### src/rtl/fir16_pkg.sv
// fir16_pkg
// Shared widths, types and the fixed coefficient set for the 16-tap FIR
// low-pass filter. Imported by the interface, the MAC sub-module and the top.
// No ports (package).
package fir16_pkg;

    localparam int DATA_W = 16;
    localparam int COEF_W = 16;
    localparam int ACC_W  = 36;
    localparam int NTAPS  = 16;

    typedef logic signed [DATA_W-1:0] sample_t;
    typedef logic signed [COEF_W-1:0] coef_t;
    typedef logic signed [ACC_W-1:0]  acc_t;

    // Symmetric low-pass set: sum = 3806, sum of |c| = 4354, so the
    // worst-case accumulation (32768 * 4354) stays below 2^35.
    localparam coef_t C [NTAPS] = '{
        -16'sd84,  -16'sd53,  16'sd120, 16'sd240,
         16'sd350,  16'sd420, 16'sd450, 16'sd460,
         16'sd460,  16'sd450, 16'sd420, 16'sd350,
         16'sd240,  16'sd120, -16'sd53, -16'sd84
    };

endpackage

### src/rtl/fir16_filter_if.sv
// fir16_filter_if
// Sample/result bundle of the FIR filter.
//   sample_in : signed DATA_W input sample, captured every rising clk edge
//   y_out     : signed ACC_W registered filter output
// Modports:
//   master : the sample source / result consumer (drives sample_in)
//   slave  : the filter (drives y_out)
interface fir16_filter_if;
    import fir16_pkg::*;

    sample_t sample_in;
    acc_t    y_out;

    modport master (output sample_in, input y_out);
    modport slave  (input sample_in, output y_out);

endinterface

### src/rtl/fir16_mac.sv
// fir16_mac
// Multiplies the 16 taps by the fixed coefficients, sums the full-precision
// products and registers the result twice (stage0, then the output register).
// Ports:
//   clk    : rising-edge clock
//   reset  : asynchronous reset, active-low
//   taps   : NTAPS signed samples, taps[0] is the newest
//   y_out  : signed ACC_W result, valid two edges after the taps it reflects
module fir16_mac
    import fir16_pkg::*;
(
    input  logic    clk,
    input  logic    reset,
    input  sample_t taps [NTAPS],
    output acc_t    y_out
);

    localparam int PROD_W = DATA_W + COEF_W;

    typedef logic signed [PROD_W-1:0] prod_t;

    function automatic acc_t sext_prod(input prod_t p);
        return {{(ACC_W-PROD_W){p[PROD_W-1]}}, p};
    endfunction

    prod_t prod [NTAPS];
    acc_t  sum_c;
    acc_t  sum_p0;
    acc_t  y_p1;

    // Operands are widened to the product width first so the signed
    // multiply is exact, including -32768 * coefficient.
    always_comb begin
        for (int k = 0; k < NTAPS; k++) begin
            prod[k] = prod_t'(taps[k]) * prod_t'(C[k]);
        end
    end

    always_comb begin
        sum_c = '0;
        for (int k = 0; k < NTAPS; k++) begin
            sum_c = sum_c + sext_prod(prod[k]);
        end
    end

    // ---- stage p0: accumulated sum / stage p1: output register ----
    always_ff @(posedge clk or negedge reset) begin
        if (!reset) begin
            sum_p0 <= '0;
            y_p1   <= '0;
        end else begin
            sum_p0 <= sum_c;
            y_p1   <= sum_p0;
        end
    end

    assign y_out = y_p1;

endmodule

### src/rtl/fir16_filter.sv
// fir16_filter
// Fixed-coefficient 16-tap direct-form FIR low-pass filter, full-precision
// 36-bit output. One sample accepted per clock, no handshake. A sample
// captured into tap[0] at edge N first shows on y_out after edge N+2.
// Ports:
//   clk   : rising-edge clock
//   reset : asynchronous reset, active-low; clears taps and pipeline
//   bus   : fir16_filter_if.slave (sample_in in, y_out out)
module fir16_filter
    import fir16_pkg::*;
(
    input  logic                 clk,
    input  logic                 reset,
    fir16_filter_if.slave        bus
);

    sample_t taps [NTAPS];
    acc_t    y_mac;

    // Reset clears the whole history so a mid-stream reset leaves no residue.
    always_ff @(posedge clk or negedge reset) begin
        if (!reset) begin
            for (int k = 0; k < NTAPS; k++) begin
                taps[k] <= '0;
            end
        end else begin
            taps[0] <= bus.sample_in;
            for (int k = 1; k < NTAPS; k++) begin
                taps[k] <= taps[k-1];
            end
        end
    end

    fir16_mac u_mac (
        .clk   (clk),
        .reset (reset),
        .taps  (taps),
        .y_out (y_mac)
    );

    assign bus.y_out = y_mac;

endmodule

### src/flat_wrapper.sv
// flat-port wrapper written by rule: the top's interface ports become plain ports
module fir16_filter_flat import fir16_pkg::*;
  (clk, reset, bus_sample_in, bus_y_out);
  fir16_filter_if bus_i ();
  input  logic clk;
  input  logic reset;
  input wire logic [$bits(bus_i.sample_in)-1:0] bus_sample_in;
  output wire logic [$bits(bus_i.y_out)-1:0] bus_y_out;
  assign bus_i.sample_in = bus_sample_in;
  assign bus_y_out = bus_i.y_out;
  fir16_filter u_core (.clk(clk), .reset(reset), .bus(bus_i));
endmodule
### config.mk
export PLATFORM = sky130hd
export DESIGN_NAME = fir16_filter_flat
export DESIGN_NICKNAME = d
export VERILOG_FILES = /design/src/rtl/fir16_pkg.sv /design/src/rtl/fir16_filter_if.sv /design/src/rtl/fir16_mac.sv /design/src/rtl/fir16_filter.sv /design/src/flat_wrapper.sv
export SDC_FILE = /design/constraint.sdc
export NUM_CORES = 2
export LEC_CHECK = 0
export ABC_AREA = 0
export BUFFER_PORTS_ARGS = -buffer_cell sky130_fd_sc_hd__buf_4
export CORE_MARGIN = 2
export CORE_UTILIZATION = 35
export DETAILED_ROUTE_END_ITERATION = 12
export GPL_TIMING_DRIVEN = 1
export PLACE_DENSITY = 0.62
export REMOVE_ABC_BUFFERS = 1
export SETUP_SLACK_MARGIN = 0.5
export SLEW_MARGIN = 20
export SYNTH_ARGS = -nofsm -noshare
export SYNTH_HDL_FRONTEND = slang
export SYNTH_SLANG_ARGS = --single-unit
### constraint.sdc
create_clock -name clk -period 9.8 [get_ports clk]
set_input_delay 0.49 -clock clk [delete_from_list [all_inputs] [get_ports clk]]
set_output_delay 0.49 -clock clk [all_outputs]
set_load 0.05 [all_outputs]
==> results.ini <==
[place]
io_buffers = 53
dp.cells = 7855
detailed_place.area_um2 = 61100
place.gp.congestion = 0.990
dpl.hpwl_um = 125000

[global_routing]
antenna_found_initial = 3
grtUsageMet3 = 0.0180
grt.busiest_layer = met2
grt-ovfl-total = 0
use_met1 = 0.259
grt_pass1_wl_um = 232000
grtUsageMet2 = 0.319
grt_pass1_vias = 41200
gr-usage-all-layers = 0.190
grt_max_degree = 104

[critical_path]
crit_arrival_ns = 10.36
criticalPathCategory = register to register
cp-start-kind = register
crit_family = adder cells
worst_r2r_path_depth = 34
rr_startpoint = u_core.taps[71]
crit_top_cell = fa_1
critPathMaxFanout = 4
endpoint_kind = register
cp.depth = 34
critPathRequiredTime_ns = 10.36
rrSetupSlack_ns = -0.007
cp_slowest_cell = fa_1
crit_buf_inv = 6
worst_path_largest_cell_delay_ns = 0.59
r2r-end = u_core.u_mac.sum_p0[32]

[floorplanning]
die_area_um2 = 157000
die_w_um = 396
rows = 143
core_um2 = 152000
dieHeight_um = 396
num_io_pins = 54
start_util = 0.353

[logic_synthesis]
ys.flop_type = dfrtp_1
muxShareOfSynthArea = 0.00488
synth_top_family_by_area = adder cells
ys_seq_area_frac = 0.153
netlist_instances = 5209
synthDistinctLibCells = 89
async_flop_share = 1.00
synth-compound-area-share = 0.0881
synth_enable_flop_cells = 0
synth_simple_gate_area_frac = 0.0525
ys.warnings.count = 0
avgSynthCellArea_um2 = 10.3
ys_seq_elements = 328
synthesis.area_um2 = 53800
synth_fa_ha_area_frac = 0.550
synthXorXnorAreaFrac = 0.0495

[sta]
fin_crit_ns = 9.81
fin_crit_sh = 1.00
finalClockSkew_ns = 0.0344
setup_ws_ns = -0.00671
setup-violations-final = 2
clock.fmax_mhz = 102
rsz0062_at_grt = yes
drv_slew = 0
finalHoldViolations = 0
worst_pin_slew_ns = 0.994
relSlewSlack = 0.337

[finish]
fillCellCount = 14300
final_layout_size_suffix_gt1_frac = 0.194
nets = 7777
ff_latch_area_um2 = 8220
fin_util = 0.432
final_cells = 8018
design_area_um2 = 65700
syn_to_final_growth_pct = 22.2
multiInputGateArea_um2 = 42300

[clock_tree]
root_buffer = clkbuf_16
cts.reportedPaths.clkPinSlew_ns = 0.06
cts_buffer_depth = 3
h-tree-depth = 2
clock_latency_ns = 0.67
cts.sinks = 328
cts_made_buffers = 48
cts_tree = done

[run_status]
status = finished with violations
violations = negative setup slack

[routing]
num_vias = 38100
detail-route-antenna-nets = 0
routed_via_density = 4.75
firstDrtPassIters = 6
drc = 0
wl_um = 146000
drtIter0Drc = 1999
wire_per_inst_um = 18.2

[hold_path]
hold_depth = 0
min_to = u_core.u_mac.y_out[18]
min_from = u_core.u_mac.sum_p0[18]
hold_path_class = register to register

[flow_run]
maxCapViolations = 0

==> synth_stat cells (12+ instances only) <==
cell      count  area, µm²
o21bai_1     39        293
a211o_1      13        114
mux2i_1      18        180
clkbuf_1     15       56.3
nand3_1      40        200
inv_1      1453       5450
a31oi_1      23        144
a21o_1       96        721
nor3_1       52        260
or3_1        16        100
a211oi_1     29        218
ha_1        893      11200
a21oi_1     213       1070
o211ai_1     17        128
o21a_1       32        240
xnor2_1     179       1570
nand2_1     109        409
dfrtp_1     328       8210
o31ai_1      12       90.1
and3_1       24        150
o21ai_0     124        621
nor2_1      155        582
and2_1       17        106
fa_1        919      18400
nor2b_1      39        244
nand2b_1     30        188
xor2_1      125       1090
==> how the worst max path moves through the flow <==
| stage | to | slack, ns | startpoint |
|---|---|---|---|
| floorplan | u_core.u_mac.sum_p0[32] | -0.03 | u_core.taps[178] |
| global placement | u_core.u_mac.sum_p0[34] | -0.52 | u_core.taps[184] |
| detailed placement | u_core.u_mac.sum_p0[32] | -0.72 | u_core.taps[184] |
| CTS | u_core.u_mac.sum_p0[32] | 0.004 | u_core.taps[72] |
| global route | u_core.u_mac.sum_p0[32] | -0.30 | u_core.taps[133] |
| finish | u_core.u_mac.sum_p0[32] | -0.007 | u_core.taps[71] |
==> logic make-up (layout without fill, tap and decap cells) <==
group,after synthesis,count (layout)
other,0,1
AOI/OAI and AO/OA,713,713
DFF,328,328
and+or+nand+nor,556,556
buffers and inverters,1471,2249
adders and majority gates,1812,1812
xor gates and xnor gates,304,304
muxes,25,25
==> layout make-up <==
class | instances | share of cell area
Antenna cell | 1 | 0.0000381
Clock buffer | 56 | 0.0196
Clock inverter | 34 | 0.00716
Inverter | 1453 | 0.0830
Multi-Input combinational cell | 3410 | 0.643
Sequential cell | 328 | 0.125
Tap cell | 2030 | 0.0386
Timing Repair Buffer | 706 | 0.0839
==> sequential cells by signal (all words and copies together) (netlist names) <==
signal               count
u_core.taps            256
u_core.u_mac.y_out      36
u_core.u_mac.sum_p0     36
==> through the flow <==
stage	setup WS [ns]	setup TNS [ns]	hold slack [ns]
finish	-0.00671	-0.00891	0.346
global route	-0.297	-2.28	0.355
CTS	0.00402	0	0.348
detailed placement	-0.722	-7.71	0.335
global placement	-0.519	-6.66	0.333
floorplan	-0.0301	-0.0512	0.194
==> timing repair <==
item | in CTS | in global routing
cloned | 0 | 0
setup buffers | 23 | 32
hold buffers | 17 | 0
pin swaps | 185 | 151
endpoints found under the hold margin | 90 | 0
setup endpoints to repair | 24 | 24
resized for setup | 285 | 200
==> placed cells by master (no fill, tap or decap), types with 19 or more instances in the layout <==
cell | netlist | routed
inv_1 | 1453 | 1404
fa_1 | 919 | 889
ha_1 | 893 | 821
buf_4 | 0 | 649
dfrtp_1 | 328 | 317
a21oi_1 | 213 | 173
xnor2_1 | 179 | 160
nor2_1 | 155 | 143
xor2_1 | 125 | 115
nand2_1 | 109 | 99
a21o_1 | 96 | 96
o21ai_0 | 124 | 88
ha_4 | 0 | 63
inv_2 | 0 | 49
clkbuf_16 | 0 | 48
nor3_1 | 52 | 45
o21bai_1 | 39 | 37
nor2b_1 | 39 | 37
buf_6 | 0 | 37
a21oi_2 | 0 | 35
nand3_1 | 40 | 34
o21a_1 | 32 | 31
fa_2 | 0 | 30
nand2b_1 | 30 | 29
o21ai_1 | 4 | 23
a211oi_1 | 29 | 21
and3_1 | 24 | 19
==> layer usage <==
layer,wire length (µm),vias to the layer above
met1,65800,19400
met3,5130,180
li1,-,17900
met2,69900,622
met5,25,-
met4,4970,4
Power is left out: the tool's default activity adds up to more than one toggle a clock period on the data nets, which glitch-free logic cannot reach.
